### src/rtl/sdio_cmdhost.sv
// sdio_cmdhost: host SD CMD-line engine, sends one 48-bit command and captures/checks the card reply
module sdio_cmdhost #(
  parameter int NCR_TIMEOUT = 64,
  parameter int LGTIMEOUT   = 7
) (
  input  logic         i_clk,
  input  logic         i_reset,
  input  logic         i_ckstb,
  input  logic         i_cmd_valid,
  output logic         o_cmd_ready,
  input  logic [5:0]   i_cmd,
  input  logic [31:0]  i_arg,
  input  logic [1:0]   i_rtype,
  output logic         o_cmd_oe,
  output logic         o_cmd,
  input  logic         i_cmd_in,
  output logic         o_done,
  output logic         o_err,
  output logic [1:0]   o_ercode,
  output logic [5:0]   o_resp,
  output logic [119:0] o_rarg
);
  typedef enum logic [2:0] {IDLE, TX, WAIT, RX, DONE} state_t;
  state_t state, state_nx;
  logic [47:0] tx_sr;
  logic [7:0] cnt;
  logic [LGTIMEOUT-1:0] tcnt;
  logic [1:0] rtype;
  logic [134:0] rx_sr;
  logic [6:0] rx_crc;
  logic [135:0] frame;
  logic [39:0] hdr;
  logic last, in_crc, bad_frame, bad_crc, timeout;
  logic [1:0] code;

  function automatic logic [6:0] crc_step(input logic [6:0] c, input logic b);
    return {c[5:3], c[2] ^ c[6] ^ b, c[1:0], c[6] ^ b};
  endfunction

  function automatic logic [6:0] crc_hdr(input logic [39:0] d);
    logic [6:0] c;
    c = '0;
    for (int i = 39; i >= 0; i--) c = crc_step(c, d[i]);
    return c;
  endfunction

  assign hdr       = {2'b01, i_cmd, i_arg};
  assign frame     = {rx_sr, i_cmd_in};
  assign last      = cnt == (rtype == 2'd2 ? 8'd135 : 8'd47);
  assign in_crc    = rtype == 2'd2 ? (cnt >= 8'd8 && cnt < 8'd128) : cnt < 8'd40;
  assign bad_frame = ~frame[0] | (rtype == 2'd2 ? frame[135] | frame[134] : frame[47] | frame[46]);
  assign bad_crc   = rtype != 2'd3 && frame[7:1] != rx_crc;
  assign code      = bad_frame ? 2'd3 : bad_crc ? 2'd2 : 2'd0;
  assign timeout   = tcnt == LGTIMEOUT'(NCR_TIMEOUT - 1);

  // state register
  always_ff @(posedge i_clk) begin
    if (i_reset) state <= IDLE;
    else state <= state_nx;
  end

  // next state and pad/handshake outputs; everything except accept and DONE exit waits for a strobe
  always_comb begin
    state_nx    = state;
    o_cmd_ready = state == IDLE;
    o_cmd_oe    = state == TX;
    o_cmd       = state != TX || tx_sr[47];
    o_done      = state == DONE;
    o_err       = |o_ercode;
    case (state)
      IDLE:    state_nx = i_cmd_valid ? TX : IDLE;
      TX:      state_nx = i_ckstb && cnt == 8'd47 ? WAIT : TX;
      WAIT:    state_nx = !i_ckstb ? WAIT : (rtype == 2'd0 || (i_cmd_in && timeout)) ? DONE : !i_cmd_in ? RX : WAIT;
      RX:      state_nx = i_ckstb && last ? DONE : RX;
      DONE:    state_nx = IDLE;
      default: state_nx = IDLE;
    endcase
  end

  // shifters, counters, running reply CRC and the result registers loaded on entry to DONE
  always_ff @(posedge i_clk) begin
    if (i_reset) begin
      tx_sr    <= '0;
      cnt      <= '0;
      tcnt     <= '0;
      rtype    <= '0;
      rx_sr    <= '0;
      rx_crc   <= '0;
      o_ercode <= '0;
      o_resp   <= '0;
      o_rarg   <= '0;
    end else begin
      if (state == IDLE && i_cmd_valid) begin
        tx_sr <= {hdr, crc_hdr(hdr), 1'b1};
        rtype <= i_rtype;
        cnt   <= '0;
        tcnt  <= '0;
      end
      if (i_ckstb && state == TX) begin
        tx_sr <= {tx_sr[46:0], 1'b1};
        cnt   <= cnt + 8'd1;
      end
      if (i_ckstb && state == WAIT) begin
        tcnt   <= tcnt + 1'b1;
        cnt    <= 8'd1;
        rx_sr  <= {rx_sr[133:0], i_cmd_in};
        rx_crc <= '0;
      end
      if (i_ckstb && state == RX) begin
        cnt    <= cnt + 8'd1;
        rx_sr  <= {rx_sr[133:0], i_cmd_in};
        rx_crc <= in_crc ? crc_step(rx_crc, i_cmd_in) : rx_crc;
      end
      if (state != DONE && state_nx == DONE) begin
        o_ercode <= state == RX ? code : rtype == 2'd0 ? 2'd0 : 2'd1;
        if (state == RX) begin
          o_resp <= rtype == 2'd2 ? frame[133:128] : frame[45:40];
          o_rarg <= rtype == 2'd2 ? frame[127:8] : {88'd0, frame[39:8]};
        end
      end
    end
  end
endmodule

### config.mk
export PLATFORM = sky130hd
export DESIGN_NAME = sdio_cmdhost
export DESIGN_NICKNAME = d
export VERILOG_FILES = /design/src/rtl/sdio_cmdhost.sv
export SDC_FILE = /design/constraint.sdc
export NUM_CORES = 1
export LEC_CHECK = 0
export CORE_ASPECT_RATIO = 0.6
export CORE_UTILIZATION = 42
export CTS_CLUSTER_DIAMETER = 120
export CTS_CLUSTER_SIZE = 30
export DETAILED_ROUTE_END_ITERATION = 16
export DONT_BUFFER_PORTS = 1
export PLACE_DENSITY = 0.62
export RECOVER_POWER = 50
export SYNTH_ARGS = -nofsm -noshare
export SYNTH_HDL_FRONTEND = slang
export SYNTH_SLANG_ARGS = --single-unit
### constraint.sdc
create_clock -name i_clk -period 6.69 [get_ports i_clk]
set_input_delay 2.007 -clock i_clk [delete_from_list [all_inputs] [get_ports i_clk]]
set_output_delay 2.007 -clock i_clk [all_outputs]
set_load 0.02 [all_outputs]
==> results.tsv <==
stage	metric	value	unit
outcome	status	finished, violations left	
outcome	failing checks	capacitance limit, slew limit	
critical_path	Max stage delay cell, worst path	nor2_1	
floorplan	effective utilization at floorplan	43.4	%
sta	Hold Fails Final Rpt	0	
floorplan	I/O pins	178	
layout	commonest non-fill, non-tap cell in the layout	nand2_1	
floorplan	Die Span Y	140	µm
sta	Relative slew margins	-89.4	%
yosys	async set-reset flop share out of synthesis	0	%
detailed_routing	via density per instance	5.40	
yosys	post-synthesis cell count	1632	
yosys	#FFs+latches synth	338	
run	max cap viols	2	
yosys	syn_area_per_cell	8.11	µm²
global_route	antenna violations before repair	1	
global_route	GRT Util Overall	19.6	%
layout	number of fill cells	3039	
critical_path	CP max stage delay	2080	ps
sta	highest clock rate	0.209	GHz
clocking	clock tree buffer depth	3	
layout	FF/Latch Area	0.00677	mm²
critical_path	WP buf/inv	1	
yosys	YS warnings	0	
detailed_routing	DR WL/cell	16.7	µm
sta	setup tns final	0	ps
critical_path	worst-path cell chain	nand2_1 -> nor2_1 -> buf_4 -> nand2_1 -> a21oi_1	
floorplan	Die Area	0.0323	mm²
critical_path	crit-path max FO	52	
yosys	EDFF count, synth	0	
yosys	Yosys cell types	45	
sta	Final setup viols	0	
clocking	CTS Hold Bufs	0	
placed_design	Final HPWL DP	20.0	mm
yosys	Post-Syn Area	0.0132	mm²
floorplan	std cell rows	49	
critical_path	CP Data Arrival Time	5230	ps
clocking	Sink Count	338	
global_route	vias in the first global route	9385	
sta	RSZ-0062 raised after global routing	no	
layout	layout cells sized above 1	2.75	%
critical_path	worst path required time	7140	ps
clocking	worst skew pair latency	520	ps
sta	Worst Tran Pin Value	2840	ps
clocking	htree depth	1	
clocking	post-cts gate resize count	0	
yosys	Syn Nets	1680	
detailed_routing	total wire length	32.3	mm
clocking	Post-CTS Setup Inserts	0	
placed_design	placed cells	1918	
layout	multi-input logic area	0.00598	mm²
layout	Area Overhead vs Synth	3.86	%
power	Worst IR Drop VDD	0.144	mV
power	total power per unit cell area	258	mW/mm²
detailed_routing	Initial DRC Count	895	
sta	Clock Skews	27.0	ps
critical_path	CP Capture Type	flop	
global_route	largest net degree at the start of global routing	339	
global_route	met2 usage	28.4	%
clocking	clock root buffer	clkbuf_16	
critical_path	CP startpoint kind	primary input	
critical_path	critical path type	primary input to flop	
clocking	clk slew on worst S/H paths	110	ps
yosys	post-synthesis sequential area ratio	51.1	%
global_route	GR Layer Usage met1	29.5	%
placed_design	GPL Wtd Cong	0.854	
global_route	total grt overflow	0	
critical_path	most used cell, CP	nand2_1	
global_route	global-route wire length before repair	52.2	mm
placed_design	Port Buffers	0	
detailed_routing	Vias	10451	
global_route	GRT met3 Usage	4.98	%
layout	layout net count	1575	
yosys	top_reg_cell synth	dfxtp_1	
clocking	Num CTS Buffers	15	
sta	crit path time final	4790	ps
sta	fin crit share	71.5	%
layout	most frequent cells in the layout	nand2_1 (499), dfxtp_1 (338), a21oi_1 (317), nand3_1 (106), a22oi_1 (41)	
layout	Final Non-Filler Cells	1936	
min_path	Hold WC Path Type	flop to flop	
clocking	CTS tree	yes	
floorplan	Core Region	0.0305	mm²
detailed_routing	post-route ant nets	0	
global_route	GRT Max-Usage Layer	met1	
sta	max-slew violation count	175	
detailed_routing	DRT Pass-1 Iters	5	
power	LEAKAGE	4.32	nW
detailed_routing	DRC	0	
floorplan	Die X-Extent	231	µm
critical_path	crit-path leading delay family	simple AND/OR/NAND/NOR gates	
==> worst min-delay path, cell delays in order, from the launching register on <==
cell     delay [ps]
dfxtp_1         320
nand2_1          50
a21oi_1          50
==> power breakdown <==
part / internal (mW) / total [mW] / leakage (nW) / switching, mW
logic: 0.216 / 0.416 / 1.39 / 0.200
clock network: 0.421 / 1.06 / 0.201 / 0.641
registers: 2.05 / 2.07 / 2.73 / 0.0230
==> cell type report <==
class                   instances  share of cell area (%)
inverters                       5                   0.137
repair buffers                  8                   0.391
multi-input cells            1159                    43.5
well taps                     408                    3.71
flip-flops and latches        338                    49.2
clock inverters                 2                   0.282
clock buffers                  15                    2.73
diodes                          1                  0.0182
==> synth_stat cells (2+ instances only) <==
cell type	count	area [µm²]
a211oi_1	6	45.0
a211oi_2	2	25.0
a21oi_1	317	1590
a22oi_1	41	308
a311oi_1	7	61.3
a31oi_1	3	18.8
and2_1	3	18.8
and3_1	4	25.0
buf_1	5	18.8
buf_2	7	35.0
clkbuf_1	117	439
dfxtp_1	338	6770
ha_1	3	37.5
inv_1	5	18.8
nand2_1	499	1870
nand2b_1	9	56.3
nand3_1	106	531
nand4_1	3	18.8
nor2_1	34	128
nor2b_1	2	12.5
nor3_1	13	65.1
o21a_1	2	15.0
o21ai_0	9	45.0
o22ai_1	3	18.8
or2_2	2	12.5
or3_1	4	25.0
xnor2_1	40	350
xnor2_2	3	48.8
xnor3_1	9	203
xnor3_2	3	71.3
xor2_1	18	158
xor2_2	2	32.5
==> worst paths after layout <==
| kind | cells past startpoint | to | from | slack (ps) |
|---|---|---|---|---|
| setup reg to reg | 6 | tx_sr[3] | state[1] | 2290 |
| setup / recovery | 5 | rx_sr[114] | i_ckstb | 1900 |
| hold reg to reg | 2 | tx_sr[27] | tx_sr[27] | 460 |
| hold / removal | 2 | tx_sr[27] | tx_sr[27] | 460 |
==> sequential cells by signal, summed over array words and instances (netlist names) <==
register and count:
o_ercode 2, cnt 8, o_rarg 120, rtype 2
state 3, rx_sr 135, o_resp 6, tx_sr 48
rx_crc 7, tcnt 7
==> logic make-up (layout without fill, tap and decap cells) <==
group / Yosys count / after routing / synth area share [%]
other: 0 / 1 / 0
DFF: 338 / 338 / 51.1
AOI/OAI and AO/OA: 396 / 396 / 16.5
buffers and inverters: 135 / 30 / 3.95
xor gates and xnor gates: 78 / 78 / 7.11
muxes: 1 / 1 / 0.0851
adders and majority gates: 3 / 3 / 0.284
and+or+nand+nor: 681 / 681 / 21.0
==> per-stage QoR <==
| step | utilization [%] | area [µm²] | hold slack, ps | power [mW] | setup slack, ps |
|---|---|---|---|---|---|
| after global placement | 43.8 | 13400 | 439 | 2.52 | 2600 |
| final | 45.1 | 13700 | 462 | 3.55 | 1900 |
| after global routing | 45.1 | 13700 | 475 | 3.71 | 1500 |
| after CTS | 45.2 | 13800 | 454 | 3.60 | 2500 |
| after floorplan | - | 13200 | 432 | 2.50 | 2850 |
| after detailed placement | 43.8 | 13400 | 444 | 2.53 | 2610 |
==> routing by layer <==
metal | routed length (µm) | vias to the layer above
li1 | - | 5208
met1 | 15900 | 4991
met2 | 14000 | 230
met3 | 2170 | 22
met4 | 281 | 0
met5 | 0 | -
No activity file was read; power rests on OpenSTA's default activity.
